**config.mk**
```make
export PLATFORM = sky130hd
export DESIGN_NAME = ysyx_24100005_ifu
export DESIGN_NICKNAME = d
export VERILOG_FILES = /design/src/rtl/ysyx_24100005_ifu_pkg.sv /design/src/rtl/ysyx_24100005_ifu.sv
export SDC_FILE = /design/constraint.sdc
export NUM_CORES = 1
export LEC_CHECK = 0
export BUFFER_PORTS_ARGS = -buffer_cell sky130_fd_sc_hd__buf_4
export CAP_MARGIN = 20
export CORE_MARGIN = 2
export CORE_UTILIZATION = 25
export CTS_BUF_LIST = sky130_fd_sc_hd__clkbuf_16
export CTS_CLUSTER_DIAMETER = 120
export DETAILED_ROUTE_END_ITERATION = 8
export MAX_ROUTING_LAYER = met4
export PLACE_DENSITY = 0.55
export SKIP_LAST_GASP = 1
export SLEW_MARGIN = 15
export SYNTH_ARGS = -nofsm -noshare
export SYNTH_HDL_FRONTEND = slang
export SYNTH_SLANG_ARGS = --single-unit
```
**constraint.sdc**
```tcl
create_clock -name clk -period 6.15 [get_ports clk]
set_input_delay 0.9225 -clock clk [delete_from_list [all_inputs] [get_ports clk]]
set_output_delay 0.9225 -clock clk [all_outputs]
set_load 0.03 [all_outputs]
```
**src/rtl/ysyx_24100005_ifu_pkg.sv**
```systemverilog
// -----------------------------------------------------------------------------
// ysyx_24100005_ifu_pkg
//   Shared definitions for the instruction fetch unit: datapath width, the
//   default reset PC and the fetch FSM state encoding.
// -----------------------------------------------------------------------------
package ysyx_24100005_ifu_pkg;

   localparam int unsigned IFU_XLEN = 32;

   localparam logic [IFU_XLEN-1:0] IFU_RESET_PC = 32'h8000_0000;

   // REQ   : request presented to instruction memory
   // WAIT  : request accepted, response outstanding
   // HOLD  : instruction buffered and offered to decode
   // FAULT : misaligned redirect seen; only reset leaves this state
   typedef enum logic [1:0] {
      StReq   = 2'd0,
      StWait  = 2'd1,
      StHold  = 2'd2,
      StFault = 2'd3
   } ifu_state_e;

   // Instruction addresses must be word aligned.
   function automatic logic is_word_aligned(input logic [1:0] addr_lsbs);
      return addr_lsbs == 2'b00;
   endfunction

endpackage

```
**src/rtl/ysyx_24100005_ifu.sv**
```systemverilog
// -----------------------------------------------------------------------------
// ysyx_24100005_ifu
//   Instruction fetch unit. Owns the architectural PC, keeps at most one
//   request outstanding to instruction memory, and hands each returned word
//   with its PC to decode over a valid/ready handshake. Execute may redirect
//   the PC at any time; a fetch already committed to memory is discarded when
//   it returns.
//
// Ports
//   clk             : clock, rising edge
//   rst             : asynchronous active-high reset
//   imem_req_valid  : fetch request valid (high in REQ only)
//   imem_req_ready  : memory accepts the request this cycle
//   imem_req_addr   : word-aligned fetch address, stable while pending
//   imem_resp_valid : one-cycle pulse carrying the fetched word
//   imem_resp_data  : fetched instruction word
//   inst_valid      : instruction offered to decode
//   inst_ready      : decode consumes the instruction this cycle
//   inst            : instruction word
//   inst_pc         : PC of inst
//   redirect_valid  : execute redirects fetch
//   redirect_pc     : redirect target
//   fetch_fault     : sticky, set by a misaligned redirect target
// -----------------------------------------------------------------------------
module ysyx_24100005_ifu
   import ysyx_24100005_ifu_pkg::*;
#(
   parameter int unsigned     XLEN     = IFU_XLEN,
   parameter logic [XLEN-1:0] RESET_PC = IFU_RESET_PC
) (
   input  logic            clk,
   input  logic            rst,
   // instruction memory request
   output logic            imem_req_valid,
   input  logic            imem_req_ready,
   output logic [XLEN-1:0] imem_req_addr,
   // instruction memory response
   input  logic            imem_resp_valid,
   input  logic [XLEN-1:0] imem_resp_data,
   // decode handshake
   output logic            inst_valid,
   input  logic            inst_ready,
   output logic [XLEN-1:0] inst,
   output logic [XLEN-1:0] inst_pc,
   // redirect from execute
   input  logic            redirect_valid,
   input  logic [XLEN-1:0] redirect_pc,
   output logic            fetch_fault
);

   ifu_state_e      state_q, state_d;
   logic [XLEN-1:0] pc_q, pc_d;
   logic [XLEN-1:0] req_addr_q, req_addr_d;
   logic [XLEN-1:0] inst_q, inst_d;
   logic [XLEN-1:0] inst_pc_q, inst_pc_d;
   logic            drop_q, drop_d;
   logic            fault_q, fault_d;

   logic            redirect_bad;

   assign redirect_bad = redirect_valid && !is_word_aligned(redirect_pc[1:0]);

   always_comb begin
      state_d    = state_q;
      pc_d       = pc_q;
      req_addr_d = req_addr_q;
      inst_d     = inst_q;
      inst_pc_d  = inst_pc_q;
      drop_d     = drop_q;
      fault_d    = fault_q;

      if (state_q != StFault && redirect_bad) begin
         // Any outstanding response is swallowed because FAULT ignores memory.
         fault_d = 1'b1;
         state_d = StFault;
      end else begin
         unique case (state_q)
            StReq: begin
               // The address stays put while pending; the old-address fetch is
               // marked for discard and the drop path refetches from pc.
               if (redirect_valid) begin
                  pc_d   = redirect_pc;
                  drop_d = 1'b1;
               end
               if (imem_req_ready) begin
                  state_d = StWait;
               end
            end

            StWait: begin
               if (redirect_valid) begin
                  pc_d   = redirect_pc;
                  drop_d = 1'b1;
               end
               if (imem_resp_valid) begin
                  if (redirect_valid || drop_q) begin
                     drop_d     = 1'b0;
                     req_addr_d = redirect_valid ? redirect_pc : pc_q;
                     state_d    = StReq;
                  end else begin
                     inst_d    = imem_resp_data;
                     inst_pc_d = req_addr_q;
                     state_d   = StHold;
                  end
               end
            end

            StHold: begin
               // Redirect kills the held instruction even if decode is ready.
               if (redirect_valid) begin
                  pc_d       = redirect_pc;
                  req_addr_d = redirect_pc;
                  state_d    = StReq;
               end else if (inst_ready) begin
                  pc_d       = pc_q + XLEN'(4);
                  req_addr_d = pc_q + XLEN'(4);
                  state_d    = StReq;
               end
            end

            StFault: begin
               state_d = StFault;
            end

            default: begin
               state_d = StFault;
            end
         endcase
      end
   end

   always_ff @(posedge clk or posedge rst) begin
      if (rst) begin
         state_q    <= StReq;
         pc_q       <= RESET_PC;
         req_addr_q <= RESET_PC;
         inst_q     <= '0;
         inst_pc_q  <= '0;
         drop_q     <= 1'b0;
         fault_q    <= 1'b0;
      end else begin
         state_q    <= state_d;
         pc_q       <= pc_d;
         req_addr_q <= req_addr_d;
         inst_q     <= inst_d;
         inst_pc_q  <= inst_pc_d;
         drop_q     <= drop_d;
         fault_q    <= fault_d;
      end
   end

   assign imem_req_valid = (state_q == StReq);
   assign imem_req_addr  = req_addr_q;
   assign inst_valid     = (state_q == StHold);
   assign inst           = inst_q;
   assign inst_pc        = inst_pc_q;
   assign fetch_fault    = fault_q;

endmodule

```
# --- Word level (Yosys, flattened, before mapping) ---
# Index checks and enable logic that the tools add are counted.
totals:
  reg_bits: 132
  latchBits: 0
  ram_bits: 0
  romBits: 0
  output_inout_bits: 99
  wordCells: 53
  n_memories: 0
op_classes:
  addsub: 1
  multipliers: 0
  div_mod_pow: 0
  magnitude_cmp: 0
  n_eq_ne: 10
  n_shift: 0
  n_mux: 18
  n_bitwise: 2
  n_reduce_logical: 15
op_table:
  columns: ["cell", "count"]
  rows:
  - ["$mux 32", 5]
  - ["$pmux 32 s2", 2]
  - ["$add 32x3->32 const B", 1]
  - ["$mux 2", 6]
  - ["$pmux 2 s4", 1]
  - ["$ne 2x2->1 const B", 3]
  - ["$ne 3x1->1 const B", 2]
  - ["$reduce_and 3->1", 2]
  - ["$reduce_bool 2->1", 3]
  - ["$reduce_and 5->1", 1]
  - ["$eq 2x2->1 const B", 2]
  - ["$logic_not 2->1", 2]
  - ["$ne 4x1->1 const B", 1]
  - ["$reduce_and 4->1", 1]
  - ["$mux 1", 3]
  - ["$ne 3x3->1 const B", 1]
  - ["$eq 2x1->1 const B", 1]
  - ["$logic_and 1x1->1", 2]
  - ["$not 1->1", 2]
  - ["$pmux 1 s2", 1]
  - ["$reduce_and 2->1", 1]
  - ["$reduce_or 2->1", 1]
  - ["$logic_not 1->1", 1]
  - ["$logic_or 1x1->1", 1]

# --- Depth between registers and ports, before layout ---
# Gate-level depths: netlist of the first run.
depth:
  ltp_word: 6
  ltp_mapped: 8
  mapped_depth_nobuf: 7

# --- Worst setup path after synthesis of the first run ---
# No wires, ideal clock.
synth_timing:
  path_type: "input to register"
  startpoint: "in redirect_valid"
  endpoint: "reg inst_q[0], in the netlist inst[0]"
  t_arrival_ns: 2.359
  required_time_ns: 6.025
  setup_slack_ns: 3.666
  stages: 6
  path_cell_list: "buf_2 -> nor2_1 -> and3_1 -> clkbuf_1 -> clkbuf_1 -> mux2_2"
synth_via:
  elab_chain_cells: 4
synth_rtl:
  columns: ["item", "line_no", "source"]
  rows:
  - ["start: declaration", "ysyx_24100005_ifu.sv:46", "input logic redirect_valid,"]
  - ["$logic_and 1x1->1", "ysyx_24100005_ifu.sv:61", "assign redirect_bad = redirect_valid && !is_word_aligned(redirect_pc[1:0]);"]
  - ["$logic_and 1x1->1", "ysyx_24100005_ifu.sv:72", "if (state_q != StFault && redirect_bad) begin"]
  - ["$not 1->1 (no line)", null, null]
  - ["$reduce_and 4->1 (no line) *", null, null]
  - ["end signal: assignment", "ysyx_24100005_ifu.sv:145", "inst_q <= inst_d;"]
  - ["end: declaration", "ysyx_24100005_ifu.sv:54", "logic [XLEN-1:0] inst_q, inst_d;"]
# Mark *: on every way between the ends. The rest lies on a longest branch, timed or not.
# A chain may end at the register's enable or synchronous reset.

# --- Worst setup path in the final report of the first run ---
layout_timing:
  startpoint: "reg state_q[0]"
  endpoint: "reg pc_q[23]"
layout_via:
  elab_chain_cells: 4
layout_rtl:
  columns: ["item", "line_no", "source"]
  rows:
  - ["start: declaration", "ysyx_24100005_ifu.sv:51", "ifu_state_e state_q, state_d;"]
  - ["start signal: assignment", "ysyx_24100005_ifu.sv:134", "state_q <= StReq;"]
  - ["start signal: assignment", "ysyx_24100005_ifu.sv:142", "state_q <= state_d;"]
  - ["$eq 2x1->1 (tied with other cells)", "ysyx_24100005_ifu.sv:77", "unique case (state_q)"]
  - ["$reduce_or 2->1 (no line) / $logic_and 1x1->1 (equally long branches)", null, null]
  - ["$reduce_bool 2->1 (no line) / $not 1->1 (equally long branches)", null, null]
  - ["$reduce_and 3->1 (no line)", null, null]
  - ["end signal: assignment", "ysyx_24100005_ifu.sv:143", "pc_q <= pc_d;"]
  - ["end: declaration", "ysyx_24100005_ifu.sv:52", "logic [XLEN-1:0] pc_q, pc_d;"]
# Parallel ways exist; a longest one is shown, timed or not.

==> run_results.csv, run 1 <==
group,metric,value,unit
clocking,root_buffer,"clkbuf_16",
route,detail-route-antenna-nets,0,
route,drtPass1Iterations,4,
route,wl_per_cell,16.5,um
floorplan,num_io_pins,169,
synthesis,synth_area_leader_cell,"dfrtp_1",
synthesis,syn_area,0.00657,mm^2
synthesis,synth_cells,617,
power,power_leakage,3.85,nW
timing,setup_viol_count_final,0,
place,globalplace.congestion,0.789,
global_routing,grt_pass1_vias,5071,
floorplan,num_rows,59,
clocking,tritoncts,"yes",
global_routing,grt_pass1_wl,29500,um
clocking,cts_hold_buf,0,
place,numPortBuffers,168,
worst_setup_path,worstPathMaxFanout,29,
timing,fmax,322,MHz
floorplan,start_util,25.4,%
global_routing,track_usage,14.0,%
timing,rsz0062_at_grt,"no",
route,drt_iter0_drc,445,
worst_hold_path,hold_start,"fetch_fault$_DFFE_PP0P_",
timing,hold_viol_final,0,
synthesis,synth.area.top_cells,"dfrtp_1 (49%), mux2_2 (13%), nand2_1 (3.3%), o21ai_0 (3.0%), mux2i_1 (2.7%)",
clocking,clkTransAtPathRegs,0.06,ns
clocking,clock-sinks,132,
place,place_inst,1078,
status,status,"finished, final reports clean",
clocking,cts_buffers,17,
finish,final.fill_count,2661,
timing,tightestPinTransition,1.03,ns
route,via_count,5266,
run,cap_viol_max_count,0,
synthesis,yosysMostFrequentCell,"dfrtp_1",
power,powerDensity,560,mW/mm^2
finish,drive_gt1_share,39.0,%
timing,fin_setup_tns,0,ns
synthesis,synthTopCellsByCount,"dfrtp_1 (130), mux2_2 (76), nand2_1 (57)",
synthesis,avgSynthCellArea,10.7,um^2
global_routing,grt_overflow_total,0,
worst_setup_path,cp.arrival,3.42,ns
route,vias_per_cell,4.73,
worst_hold_path,hp-class,"reg -> reg",
timing,min_period_over_period,50.5,%
worst_setup_path,endpoint_kind,"flip-flop",
worst_setup_path,path_class,"reg -> reg",
finish,layout.nets,840,
global_routing,grt_max_degree,98,
worst_setup_path,rrSetupSlack,3.05,ns
synthesis,synth_seq_cells,132,
worst_setup_path,worstReg2RegEnd,"pc_q[23]$_DFFE_PP0P_",
floorplan,die_h,166,um
synthesis,syn_nets,693,
power,irDropWorstVdd,0.245,mV
worst_setup_path,reg2reg_from,"state_q[0]$_DFFE_PP0P_",
synthesis,yosysWarnings,0,
clocking,clk_latency,0.43,ns
floorplan,dieArea,0.0276,mm^2
finish,instances_no_fill,1113,
floorplan,coreArea,0.0259,mm^2
clocking,cts_setup_buffers,0,
timing,finalMaxSlewViolations,0,
place,dpl.hpwl,12800,um
worst_setup_path,cp.required,6.47,ns
synthesis,synth_flop_cell,"dfrtp_1",
finish,areaGrowthSynthToFinish,32.2,%
floorplan,fp.dieW,166,um
synthesis,synth-edff-count,0,
finish,final_core_util,33.5,%
worst_setup_path,cp-start-kind,"flip-flop",
worst_hold_path,min_path_cells,1,
clocking,clk_path_buf_depth,2,
clocking,htree_levels,4,
synthesis,synthArstFlopShare,100,%
worst_hold_path,worstHoldEndpoint,"fetch_fault$_DFFE_PP0P_",
route,drc,0,
route,drt_wl_total,18400,um
timing,max-slew-margin-rel,31.2,%
synthesis,synth.distinct_cells,60,
timing,period_minus_slack,3.10,ns
synthesis,yosysTopAreaCellShare,49.5,%
synthesis,ys_seq_area_share,50.3,%
timing,fin_skew,0.00962,ns
worst_setup_path,ff2ff_path_depth,6,
global_routing,grt_antenna_before_repair,0,
clocking,cts_resized,0,
[layer usage]
metal / GRT usage (%) / share of wire [%] / wire [um] / vias up
met5: - / 0 / 0 / -
met4: 4.16 / 1.4 / 257 / 0
met3: 3.12 / 4.6 / 845 / 21
met2: 20.8 / 47 / 8600 / 131
met1: 19.1 / 47 / 8680 / 2568
li1: - / - / - / 2546
[worst max-delay path, cell delays in order, from the launching register on]
cell	delay [ns]
dfrtp_1	0.43
inv_1	0.10
ha_1	0.60
nor3b_2	0.57
a211o_1	0.87
nor4b_1	0.12
a211o_1	0.30
[sequential cells by signal, indices dropped and copies added (netlist names)]
signal and count:
inst 32, fetch_fault 1, imem_req_addr 32, inst_pc 32
state_q 2, pc_q 32, drop_q 1
[where the power goes]
group	internal [mW]	leakage, nW	switching (mW)
registers	1.29	1.62	0.391
clock network	0.534	0.281	0.456
logic	0.905	1.95	1.29
total	2.73	3.85	2.14
[cell families after synthesis]
group	synth area share [%]
AO/OA/AOI/OAI	13.8
adder cells (fa/ha/maj)	1.14
buffers and inverters	3.56
flip-flops	50.3
AND/OR/NAND/NOR	14.0
multiplexers	15.8
XOR/XNOR	1.47
[placed cells by master, fill, tap and decap left out, drive strengths merged, types with 3 or more instances in the layout]
cell	netlist	layout
a21o	3	3
a21oi	33	33
a31o	3	3
a31oi	6	6
and3	6	6
buf	15	171
clkbuf	30	19
clkinv	0	5
dfrtp	130	130
ha	6	6
inv	14	24
mux2	76	76
mux2i	18	18
nand2	57	57
nand2b	8	8
nand3	23	23
nand4	10	10
nor2	25	25
nor2b	3	3
nor3	14	14
nor4	13	13
o21a	4	4
o21ai	40	40
o221ai	4	4
o22a	3	3
o22ai	8	8
o31a	5	5
o31ai	11	11
o41ai	3	3
or4	3	3
xnor2	6	6
xor2	5	5
[metrics by stage]
step	setup slack [ns]	instance area (um^2)	total power, mW	hold WS [ns]
finish	3.05	8690	4.87	0.477
global route	2.76	8690	5.20	0.517
CTS	2.99	8680	4.94	0.488
detailed placement	2.81	8120	3.93	0.469
global placement	2.84	8120	3.89	0.471
floorplan	1.70	6570	3.10	0.479
[cell type report]
class / instances / area (um^2) / area share [%]
Clock buffer: 17 / 425 / 4.90
Sequential cell: 132 / 3310 / 38.0
Inverter: 14 / 57.6 / 0.662
Multi-Input combinational cell: 426 / 3050 / 35.1
Tap cell: 335 / 419 / 4.82
Clock inverter: 15 / 134 / 1.54
Timing Repair Buffer: 173 / 1290 / 14.9
Antenna cell: 1 / 2.50 / 0.0288
[worst max-delay path by stage]
stage | from | to | slack, ns | cells past startpoint
after CTS | state_q[0]$_DFFE_PP0P_ | imem_req_addr[31]$_DFFE_PP1P_ | 2.99 | 6
after floorplan | rst | drop_q$_DFFE_PP0P_ | 1.70 | 1
after global placement | redirect_valid | imem_req_addr[26]$_DFFE_PP0P_ | 2.84 | 6
after detailed placement | redirect_valid | imem_req_addr[26]$_DFFE_PP0P_ | 2.81 | 6
after global routing | state_q[0]$_DFFE_PP0P_ | imem_req_addr[31]$_DFFE_PP1P_ | 2.76 | 6
final | state_q[0]$_DFFE_PP0P_ | pc_q[23]$_DFFE_PP0P_ | 3.05 | 6
Note: power is estimated with default switching activity, not from simulation.
==> run 2, diff against run 1 <==
--- a/config.mk
+++ b/config.mk
@@ -13,7 +13,7 @@
 export CTS_CLUSTER_DIAMETER = 120
 export DETAILED_ROUTE_END_ITERATION = 8
 export MAX_ROUTING_LAYER = met4
-export PLACE_DENSITY = 0.55
+export PLACE_DENSITY = 0.56
 export SKIP_LAST_GASP = 1
 export SLEW_MARGIN = 15
 export SYNTH_ARGS = -nofsm -noshare
==> constraint.sdc (replaced) <==
create_clock -name clk -period 2.72 [get_ports clk]
set_input_delay 0.408 -clock clk [delete_from_list [all_inputs] [get_ports clk]]
set_output_delay 0.408 -clock clk [all_outputs]
set_load 0.03 [all_outputs]
==> run 2 against run 1 <==
Effect of this change:
- critical path depth increased by 1
- first-iteration DRC count fell by 32%
- total power rose by 130%
- flip-flop and latch count unchanged
- die area did not move
- clock power up 130%
- final cell count rose by 2.0%
- cell area increased by 2.8%
- largest cell class unchanged
- highest routed layer unchanged
- via count increased by 2.3%
- combinational power is 140% higher
==> run_results.csv, run 2 (synthesized netlist as in run 1, its figures left out) <==
group,metric,value,unit
power,power_frac_seq,33.6,%
worst_setup_path,path_class,"reg -> reg",
floorplan,fp.dieW,166,um
finish,instances_no_fill,1135,
timing,fmax,416,MHz
worst_hold_path,hp-class,"in -> async",
clocking,cts_setup_buffers,0,
power,power_leakage,3.98,nW
timing,setup_viol_count_final,0,
floorplan,die_h,166,um
clocking,clkTransAtPathRegs,0.07,ns
route,drc,0,
finish,drive_gt1_share,40.8,%
global_routing,grt_max_degree,58,
place,globalplace.congestion,0.852,
power,irDropWorstVdd,0.470,mV
power,pwr-share-clk,20.5,%
timing,rsz0062_at_grt,"no",
finish,layout_commonest_cell,"buf_4",
floorplan,start_util,25.4,%
power,switching_power,4.87,mW
worst_setup_path,endpoint_kind,"flip-flop",
timing,tightestPinTransition,0.622,ns
power,p_sw_share,43.2,%
finish,multiInputGateArea,0.00305,mm^2
route,drtPass1Iterations,5,
clocking,clk_latency,0.42,ns
global_routing,grt_overflow_total,0,
worst_setup_path,cp.arrival,2.75,ns
finish,final_core_util,34.5,%
timing,setup_ws,0.316,ns
finish,antenna_cells,0,
finish,seq_area,0.00331,mm^2
global_routing,grt_pass1_wl,29700,um
timing,fin_setup_tns,0,ns
status,status,"finished, final reports clean",
floorplan,num_io_pins,169,
global_routing,grt_pass1_vias,5270,
worst_setup_path,reg2reg_from,"state_q[0]$_DFFE_PP0P_",
clocking,cts_hold_buf,0,
timing,hold_viol_final,0,
route,drt_wl_total,18600,um
route,drt_iter0_drc,303,
route,via_count,5388,
floorplan,dieArea,0.0276,mm^2
timing,min_period_over_period,88.4,%
floorplan,num_rows,59,
worst_setup_path,worstPathMaxFanout,10,
clocking,cts_resized,0,
clocking,cts_buffers,17,
timing,finalMaxSlewViolations,0,
place,place_inst,1103,
global_routing,track_usage,14.1,%
worst_setup_path,ff2ff_path_depth,7,
route,detail-route-antenna-nets,0,
clocking,tritoncts,"yes",
clocking,clk_path_buf_depth,2,
global_routing,grt_antenna_before_repair,0,
clocking,root_buffer,"clkbuf_16",
power,p_int,6.40,mW
finish,fin_area,0.00893,mm^2
place,dp_slack,0.319,ns
worst_setup_path,rrSetupSlack,0.32,ns
finish,final.fill_count,2605,
timing,period_minus_slack,2.40,ns
place,place_area,0.00835,mm^2
clocking,clock-sinks,132,
run,cap_viol_max_count,0,
clocking,htree_levels,4,
timing,fin_hold_ws,0.0642,ns
timing,max-slew-margin-rel,58.5,%
finish,most-common-layout-cells,"buf_4 (192), dfrtp_1 (130), mux2_2 (76)",
worst_setup_path,worstReg2RegEnd,"imem_req_addr[16]$_DFFE_PP0P_",
route,wl_per_cell,16.4,um
finish,areaGrowthSynthToFinish,35.9,%
route,vias_per_cell,4.75,
timing,fin_skew,0.00978,ns
place,numPortBuffers,168,
power,comb_power_share,45.9,%
finish,layout.nets,863,
place,dpl.hpwl,13600,um
floorplan,coreArea,0.0259,mm^2
worst_setup_path,cp-start-kind,"flip-flop",
power,p_total,11.3,mW
power,powerDensity,1260,mW/mm^2
worst_setup_path,cp.required,3.06,ns
## run 2: cell types whose count changed in the layout (fill, tap and decap cells not counted), moves of 2 or more
cell | before | now
clkbuf_2 | 2 | 0
clkinv_4 | 3 | 0
buf_12 | 0 | 4
buf_4 | 171 | 192
## run 2: per-layer routing
| metal | wire, um | part of all wire, % | global-route usage (%) | vias up |
|---|---|---|---|---|
| li1 | - | - | - | 2588 |
| met1 | 8720 | 47 | 18.8 | 2624 |
| met2 | 8590 | 46 | 20.9 | 153 |
| met3 | 951 | 5.1 | 3.46 | 23 |
| met4 | 311 | 1.7 | 4.57 | 0 |
| met5 | 0 | 0 | - | - |
## run 2: how the worst max path moves through the flow
stage | start | to | slack [ns] | cells past startpoint
floorplan | state_q[0]$_DFFE_PP0P_ | imem_req_addr[16]$_DFFE_PP0P_ | 0.27 | 7
global placement | state_q[0]$_DFFE_PP0P_ | imem_req_addr[16]$_DFFE_PP0P_ | 0.40 | 7
detailed placement | state_q[0]$_DFFE_PP0P_ | imem_req_addr[18]$_DFFE_PP0P_ | 0.32 | 6
CTS | state_q[0]$_DFFE_PP0P_ | imem_req_addr[19]$_DFFE_PP0P_ | 0.29 | 6
global route | state_q[0]$_DFFE_PP0P_ | imem_req_addr[16]$_DFFE_PP0P_ | 0.07 | 7
finish | state_q[0]$_DFFE_PP0P_ | imem_req_addr[16]$_DFFE_PP0P_ | 0.32 | 7
## run 2: power groups by stage
stage,Combinational (mW),Clock (mW),Sequential (mW)
2_1_floorplan,2.18,0,4.83
5_1_grt,5.57,2.47,3.96
4_1_cts,5.23,2.39,3.80
3_5_place_dp,5.22,0,3.84
3_3_place_gp,5.15,0,3.80
6_report,5.17,2.31,3.79
## run 2: area by class of cell
type                       instances  area share, %
sequential                       132           37.0
multi-input combinational        426           34.1
timing repair buffer             196           17.0
clock buffer                      17           4.76
tap                              335           4.69
clock inverter                    15           1.74
inverter                          14          0.630
## run 2: worst max-delay path: stages (launching register included)
cell      delay, ns
dfrtp_1        0.43
inv_1          0.11
ha_1           0.35
nand4b_1       0.16
or2_2          0.31
nor4_1         0.44
mux2_2         0.39
o21ai_0        0.13
